### src/rtl/mmio_controller.sv
// MMIO write decoder for the board peripherals: TX byte FIFO with a drain FSM
// for the serial transmitter handshake, LED registers, status and cycle counter.
module mmio_controller #(
  parameter logic [31:0] BASE_ADDR     = 32'h00030000,
  parameter int unsigned TX_FIFO_DEPTH = 8
) (
  input  logic        core_clock,
  input  logic        reset,
  input  logic [31:0] mmio_addr,
  input  logic [1:0]  mmio_width,
  input  logic [31:0] mmio_value,
  input  logic        mmio_enable,
  output logic        mmio_write_complete,
  output logic [31:0] mmio_r_data,
  output logic [7:0]  tx_data,
  output logic        tx_data_available,
  input  logic        tx_ready,
  output logic        led_blue_control,
  output logic        led_green_control
);

  localparam int unsigned PTR_W = (TX_FIFO_DEPTH > 1) ? $clog2(TX_FIFO_DEPTH) : 1;
  localparam int unsigned CNT_W = PTR_W + 1;
  localparam logic [CNT_W-1:0] FIFO_FULL_COUNT = CNT_W'(TX_FIFO_DEPTH);

  localparam logic [1:0] WRITE_BYTE = 2'b00;

  localparam logic [1:0] S_IDLE  = 2'd0;
  localparam logic [1:0] S_OFFER = 2'd1;
  localparam logic [1:0] S_BUSY  = 2'd2;

  logic [7:0]       fifo_mem [TX_FIFO_DEPTH];
  logic [PTR_W-1:0] wr_ptr;
  logic [PTR_W-1:0] rd_ptr;
  logic [CNT_W-1:0] fifo_count;
  logic [1:0]       drain_state;
  logic [7:0]       tx_data_q;
  logic             led_blue_q;
  logic             led_green_q;
  logic             width_error;
  logic [31:0]      cycle_count;

  logic hit_tx, hit_blue, hit_green, hit_status, hit_cycles;
  logic is_byte, fifo_full, fifo_empty, push, pop;
  logic [7:0] fifo_head;

  always_comb begin
    hit_tx     = (mmio_addr == BASE_ADDR);
    hit_blue   = (mmio_addr == BASE_ADDR + 32'h04);
    hit_green  = (mmio_addr == BASE_ADDR + 32'h08);
    hit_status = (mmio_addr == BASE_ADDR + 32'h0C);
    hit_cycles = (mmio_addr == BASE_ADDR + 32'h10);
    is_byte    = (mmio_width == WRITE_BYTE);
    fifo_full  = (fifo_count == FIFO_FULL_COUNT);
    fifo_empty = (fifo_count == '0);
    fifo_head  = fifo_mem[rd_ptr];
  end

  // Only a byte store to a full FIFO stalls; space freed by a same-cycle pop is not reused.
  always_comb begin
    mmio_write_complete = mmio_enable && !(hit_tx && is_byte && fifo_full);
    push = mmio_enable && hit_tx && is_byte && !fifo_full;
    pop  = (drain_state == S_OFFER) && !tx_ready;
  end

  always_comb begin
    mmio_r_data = '0;
    if (hit_status) begin
      mmio_r_data[0]    = fifo_empty;
      mmio_r_data[1]    = fifo_full;
      mmio_r_data[2]    = (drain_state != S_IDLE);
      mmio_r_data[3]    = width_error;
      mmio_r_data[15:8] = 8'(fifo_count);
    end else if (hit_cycles) begin
      mmio_r_data = cycle_count;
    end else if (hit_blue) begin
      mmio_r_data[0] = led_blue_q;
    end else if (hit_green) begin
      mmio_r_data[0] = led_green_q;
    end
  end

  always_ff @(posedge core_clock) begin
    if (push) fifo_mem[wr_ptr] <= mmio_value[7:0];
  end

  always_ff @(posedge core_clock) begin
    if (reset) begin
      wr_ptr     <= '0;
      rd_ptr     <= '0;
      fifo_count <= '0;
    end else begin
      if (push) wr_ptr <= wr_ptr + PTR_W'(1);
      if (pop)  rd_ptr <= rd_ptr + PTR_W'(1);
      unique case ({push, pop})
        2'b10:   fifo_count <= fifo_count + CNT_W'(1);
        2'b01:   fifo_count <= fifo_count - CNT_W'(1);
        default: fifo_count <= fifo_count;
      endcase
    end
  end

  // An idle FSM also reacts to the byte being stored this cycle, so it is offered on the next edge.
  always_ff @(posedge core_clock) begin
    if (reset) begin
      drain_state <= S_IDLE;
      tx_data_q   <= '0;
    end else begin
      unique case (drain_state)
        S_IDLE: begin
          if (!fifo_empty) begin
            drain_state <= S_OFFER;
            tx_data_q   <= fifo_head;
          end else if (push) begin
            drain_state <= S_OFFER;
            tx_data_q   <= mmio_value[7:0];
          end
        end
        S_OFFER: begin
          if (!tx_ready) drain_state <= S_BUSY;
        end
        S_BUSY: begin
          if (tx_ready) begin
            if (!fifo_empty) begin
              drain_state <= S_OFFER;
              tx_data_q   <= fifo_head;
            end else begin
              drain_state <= S_IDLE;
            end
          end
        end
        default: drain_state <= S_IDLE;
      endcase
    end
  end

  always_ff @(posedge core_clock) begin
    if (reset) begin
      led_blue_q  <= 1'b0;
      led_green_q <= 1'b0;
      width_error <= 1'b0;
      cycle_count <= '0;
    end else begin
      cycle_count <= cycle_count + 32'd1;
      if (mmio_enable && hit_blue)  led_blue_q  <= (mmio_value != 32'd0);
      if (mmio_enable && hit_green) led_green_q <= (mmio_value != 32'd0);
      if (mmio_enable && hit_tx && !is_byte) width_error <= 1'b1;
    end
  end

  always_comb begin
    tx_data           = tx_data_q;
    tx_data_available = (drain_state == S_OFFER);
    led_blue_control  = led_blue_q;
    led_green_control = led_green_q;
  end

endmodule
### config.mk
export PLATFORM = sky130hd
export DESIGN_NAME = mmio_controller
export DESIGN_NICKNAME = d
export VERILOG_FILES = /design/src/rtl/mmio_controller.sv
export SDC_FILE = /design/constraint.sdc
export NUM_CORES = 1
export LEC_CHECK = 0
export CORE_MARGIN = 5
export CORE_UTILIZATION = 35
export DETAILED_ROUTE_END_ITERATION = 7
export PLACE_DENSITY_LB_ADDON = 0.3
export SYNTH_ARGS = -nofsm -noshare
export SYNTH_HDL_FRONTEND = slang
export SYNTH_SLANG_ARGS = --single-unit
### constraint.sdc
create_clock -name core_clock -period 3.1 [get_ports core_clock]
set_input_delay 0.62 -clock core_clock [delete_from_list [all_inputs] [get_ports core_clock]]
set_output_delay 0.62 -clock core_clock [all_outputs]
set_load 0.03 [all_outputs]
After elaboration in Yosys (flattened, before gate mapping)
Memories as Yosys holds them, arrays and structs flattened. A register that Yosys moved wholly into a read port is not among the register bits.
Index checks and enable logic that the tools add are counted.
W data, S select, Z words.
{ "word_totals": {"ramBits": 64, "latchBits": 0, "reg_bits": 55, "output_inout_bits": 44, "mem_bits_ro": 0, "input_bits": 70, "memories": 1, "elab_cells": 76} }
{ "mem_list": {"columns": ["name", "depth", "word_bits", "read_ports", "rd_clocked_by_memory_dff", "write_ports", "line_no", "text"], "rows": [
  ["fifo_mem", 8, 8, 1, 1, 1, "32", "logic [7:0] fifo_mem [TX_FIFO_DEPTH];"]
]} }
{ "op_classes": {"n_mux": 24, "multipliers": 0, "div": 0, "bitwise": 0, "addsub": 5, "shift": 0, "reduce_logical": 23, "magnitude_cmp": 0, "eq_ne": 14} }
{ "ops": {"columns": ["operator", "count"], "rows": [
  ["$eq A32 B18 Y1 const B", 5],
  ["$mux W8", 5],
  ["$add A32 B1 Y32 const B", 1],
  ["$reduce_bool A32 Y1", 1],
  ["$mux W31", 1],
  ["$mux W16", 1],
  ["$pmux W8 S2", 1],
  ["$logic_and A1 B1 Y1", 10],
  ["$mux W2", 4],
  ["$mux W4", 2],
  ["$pmux W4 S2", 1],
  ["$add A3 B1 Y3 const B", 2],
  ["$mux W1", 6],
  ["$mux W3", 2],
  ["$ne A2 B2 Y1 const B", 3],
  ["$pmux W2 S3", 1],
  ["$reduce_bool A2 Y1", 3],
  ["$add A4 B1 Y4 const B", 1],
  ["$eq A2 B1 Y1 const B", 2],
  ["$eq A2 B2 Y1 const B", 2],
  ["$eq A4 B4 Y1 const B", 1],
  ["$logic_not A1 Y1", 4],
  ["$logic_not A2 Y1", 2],
  ["$logic_not A4 Y1", 1],
  ["4 further kinds", 4]
]} }

Depth between registers and ports, before layout
Gate-level depths: netlist of the first run.
{ "depth": {"depth_word": 7, "mapped_depth": 11, "ltp_nobuf": 11} }

Worst setup path before layout of the first run
No wires, ideal clock.
{ "synth_timing": {"kind": "input-to-reg", "start": "input port mmio_addr[23]", "end": "register fifo_count[2]", "t_required_ps": 3029, "cell_stages": 11, "setup_slack_ps": 56, "n_path_buf": 0, "arrival_ps": 2974, "setup_time_ps": 71, "path_cell_list": "nor4_1 nand4_2 nor4_4 inv_2 ha_1 xor2_1 ha_1 a21oi_1 xor2_1 or3_1 a21oi_1"} }
{ "synth_between": {"elab_chain_len": 6, "elab_cells_between_ends": 8, "classes_between": "3 x eq/ne; 1 x mux; 4 x reduce/logical"} }
{ "synth_lines": {"columns": ["element", "line_no", "text"], "rows": [
  ["start: declaration", "9", "input logic [31:0] mmio_addr,"],
  ["$eq A32 B18 Y1 (*)", "48", "hit_tx = (mmio_addr == BASE_ADDR);"],
  ["$logic_and A1 B1 Y1 (*) (3 in series)", "62", "push = mmio_enable && hit_tx && is_byte && !fifo_full;"],
  ["$eq A2 B1 Y1 or $eq A2 B2 Y1 (tied branches)", "95", "unique case ({push, pop})"],
  ["$pmux W4 S2 or $reduce_bool A2 Y1 (tied branches)", null, null],
  ["end signal: assignment", "96", "2'b10: fifo_count <= fifo_count + CNT_W'(1);"],
  ["end signal: assignment", "97", "2'b01: fifo_count <= fifo_count - CNT_W'(1);"],
  ["end signal: assignment", "98", "default: fifo_count <= fifo_count;"],
  ["end: declaration", "35", "logic [CNT_W-1:0] fifo_count;"]
]} }
Mark *: on every way between the ends. The rest lies on a longest branch, timed or not.
A chain may end at the register's enable or synchronous reset.

Worst setup path in the final report of the first run
{ "layout_timing": {"start": "input port mmio_addr[11]", "end": "output port mmio_r_data[10]"} }
{ "layout_between": {"elab_chain_len": 3, "elab_cells_between_ends": 4, "classes_between": "2 x eq/ne; 2 x mux"} }
{ "layout_lines": {"columns": ["element", "line_no", "text"], "rows": [
  ["$eq A32 B18 Y1", "52", "hit_cycles = (mmio_addr == BASE_ADDR + 32'h10);"],
  ["$mux W31", "74", "end else if (hit_cycles) begin"],
  ["$mux W8 (*)", "68", "if (hit_status) begin"],
  ["end: declaration", "14", "output logic [31:0] mmio_r_data,"]
]} }
Marked as above.

==> run summary, run 1 <==
outcome -> completed
Core Region -> 15,900 sq um
Hold WC Path Type -> reg -> reg
register area share after synthesis -> 53.9%
max-cap check violation count -> 0
GPL Wtd Cong -> 0.817
dominant synthesized flop cell -> edfxtp_1
family with the most delay on the worst path -> simple AND/OR/NAND/NOR gates
Slew HR -> 40.8%
startpoint types -> primary input
Avg Inst Size Synth -> 12.0 sq um
clk_lat worst skew -> 410 ps
CTS H-tree lvls -> 4
worst-path cell chain -> clkdlybuf4s50_1 > nor4_4 > nand4_2 > nor2_2 > and3_4 > buf_12 > a22o_1 > buf_6
Initial Util -> 35.9%
warning count from the yosys run -> 0
GRT Overall Usage -> 15.0%
Design Area, Final -> 8010 sq um
largest net degree at the start of global routing -> 32
Final min period -> 3020 ps
commonest non-fill, non-tap cell in the layout -> edfxtp_1
clk sinks -> 122
placed wire-length estimate -> 9670 um
Ant. Diodes -> 0
Async S/R FF share, synth -> 0%
commonest non-fill, non-tap cells in the layout -> 64 x edfxtp_1, 59 x clkdlybuf4s50_1, 58 x dfxtp_1, 57 x nor2_1, 51 x buf_4
Slew Limit Fails -> 0
synth top area cells -> edfxtp_1 34%, dfxtp_1 20%, mux4_2 6.3%
Compound-Gate Fraction of Synth Area -> 4.90%
nets -> 695
CTS buffer count -> 17
Slowest Stage Delay on Critical Path -> 450 ps
Util after Layout -> 50.3%
Clock Skews -> 7.17 ps
CP Capture Type -> primary output
vias in the first global route -> 4,345
Clock Power Share -> 53.6%
FP Rows -> 46
power share of the sequential group -> 42.3%
Die W -> 138 um
GRT overflow -> 0
First-pass DRT Iterations -> 4
CTS root buf -> clkbuf_16
worst hold slack -> 472 ps
port bufs -> 113
NetSw -> 0.764 mW
Yosys cell types -> 52
Hold Violations, Final -> 0
Max Fclk -> 332 MHz
Power Density -> 503 nW/um^2
met1 Resource Use GR -> 18.5%
Slew @ Worst Pin -> 887 ps
Switching Share -> 19.0%
# setup viols final -> 0
vias -> 4,257
Post-Syn Nets -> 552
initial antenna violation count -> 0
met3 Track Usage GR -> 5.04%
Boundary Pins -> 114
Area after DPL -> 7160 sq um
DR vias/cell -> 5.02
Post-Syn Area -> 5720 sq um
Worst-path clk slew -> 50 ps
drt drc -> 0
first-pass GRT wire length -> 22,100 um
CTS Buffer Depth -> 2
routed len/inst -> 16.4 um
CTS tree -> yes
cell taking the most area after synthesis -> edfxtp_1
Fillers -> 1,431
peak supply drop -> 0.422 mV
RSZ-0062 raised after global routing -> false
Mapped Cells -> 476
Worst Path Required -> 2480 ps
post-synthesis adder-cell area fraction -> 1.31%
layout cells sized above 1 -> 22.8%
die area -> 19,000 sq um
register bit total from synthesis -> 122
Fin Setup TNS -> 0 ps
largest fanout on the critical path -> 8
DRT Wirelength -> 13,900 um
share of the synthesized area in the top cell type -> 33.6%
Slowest-stage cell, CP -> clkdlybuf4s50_1
Pint -> 3.27 mW
global routing usage on met2 -> 25.4%
Leakage -> 3.03 nW
Detail Route Antenna Nets -> 0
synth-to-layout area growth -> 40.0%
worst path buffer plus inverter count -> 3
Logic pwr share -> 4.0%
GR peak layer -> met2
Die Span Y -> 138 um
xor and xnor fraction of the mapped netlist area -> 4.90%
WP data arrival -> 2400 ps
Post-CTS Hold Buffers -> 0
largest family of logic cells by synthesized area -> simple AND/OR/NAND/NOR gates
Synth Area in Simple Gates -> 22.7%
fin crit share -> 97.3%
Post-synth EDFFs -> 64
post-synthesis mux area share -> 10.4%
critical path class -> in -> out
DR iter-0 viols -> 238
-- cell type report --
class	count	area, sq um	area share, %
clock inverters	11	190	2.37
inverters	6	22.5	0.281
clock buffers	21	460	5.75
flip-flops and latches	122	3080	38.5
well taps	216	270	3.37
multi-input cells	327	2580	32.2
repair buffers	145	1410	17.6
-- path summary, 6_finish.rpt --
| kind | from | to | slack (ps) | cells past startpoint |
|---|---|---|---|---|
| setup reg to reg | fifo_count[1]$_SDFFE_PP0P_ | fifo_count[2]$_SDFFE_PP0P_ | 740 | 10 |
| hold reg to reg | tx_data[3]$_SDFFE_PP0P_ | tx_data[3]$_SDFFE_PP0P_ | 470 | 2 |
| hold / removal | tx_data[3]$_SDFFE_PP0P_ | tx_data[3]$_SDFFE_PP0P_ | 470 | 2 |
| setup / recovery | mmio_addr[11] | mmio_r_data[10] | 80 | 8 |
-- Yosys cell counts (4+ instances only) --
master    number
mux2i_1       20
and3_1         5
nor4_1        17
inv_1          5
nand2b_1      13
mux4_2        16
xor2_1        20
ha_1           6
o21ai_0        4
and2_1        27
nand3_1       15
dfxtp_1       58
nor2b_1        6
clkbuf_1      13
a22o_1         7
nor3_1         7
nand2_1       18
or3_1          4
buf_2          5
a211o_1        8
xnor2_1       12
nor2_1        58
a21oi_1       11
nand4_1       10
edfxtp_1      64
-- worst register-to-register path: stages (launching register included) --
cell and delay [ps]:
dfxtp_1 570, nor4b_4 130, nor4_4 260, inv_2 70, ha_1 220, xor2_1 150, ha_1 220, a21oi_2 120
xor2_1 80, or3_1 330, a21oi_2 150
-- routing by layer --
layer / routed length, um / share of wire [%] / vias up
met5: 0 / 0 / -
met4: 163 / 1.2 / 0
met3: 960 / 6.9 / 14
met2: 6940 / 50 / 119
met1: 5820 / 42 / 2072
li1: - / - / 2052
-- repair_timing --
action                     CTS  global route
resized for setup            8            31
gates cloned                 0             3
pin swaps                    5            13
setup buffers                2             1
setup endpoints to repair   32            33
-- sequential cells by signal (all words and copies together), names as in the netlist, named ones only --
signal             count
width_error            1
drain_state            2
fifo_count             4
wr_ptr                 3
fifo_mem              64
led_green_control      1
cycle_count           32
rd_ptr                 3
tx_data                8
led_blue_control       1
-- power by group through the flow --
stage / clock [mW] / sequential, mW / combinational [mW]
2_1_floorplan: 0 / 1.74 / 0.0405
3_3_place_gp: 0 / 1.74 / 0.164
3_5_place_dp: 0 / 1.74 / 0.167
4_1_cts: 2.20 / 1.71 / 0.166
5_1_grt: 2.28 / 1.71 / 0.175
6_report: 2.16 / 1.71 / 0.163
-- cell families after synthesis --
family | count (synthesis)
simple gates | 212
flops | 122
mux | 39
compound gates | 38
xor+xnor | 32
buf+inv | 27
fa+ha+maj | 6
-- stage by stage --
stage / cells / setup slack (ps) / power, mW
after global placement: 810 / -156 / 1.90
after global routing: 848 / 0.948 / 4.16
after floorplan: 476 / 55.7 / 1.78
final: 848 / 84.5 / 4.03
after CTS: 844 / 2.97 / 4.07
after detailed placement: 810 / -217 / 1.91
No activity file was read; power rests on OpenSTA's default activity.
==> inputs of run 2 (changes only) <==
--- a/config.mk
+++ b/config.mk
@@ -9,6 +9,7 @@
 export CORE_UTILIZATION = 35
 export DETAILED_ROUTE_END_ITERATION = 7
 export PLACE_DENSITY_LB_ADDON = 0.3
+export SLEW_MARGIN = 15
 export SYNTH_ARGS = -nofsm -noshare
 export SYNTH_HDL_FRONTEND = slang
 export SYNTH_SLANG_ARGS = --single-unit
==> results of run 2 <==
Final layout, timing and power as in run 1 (identical DEF).
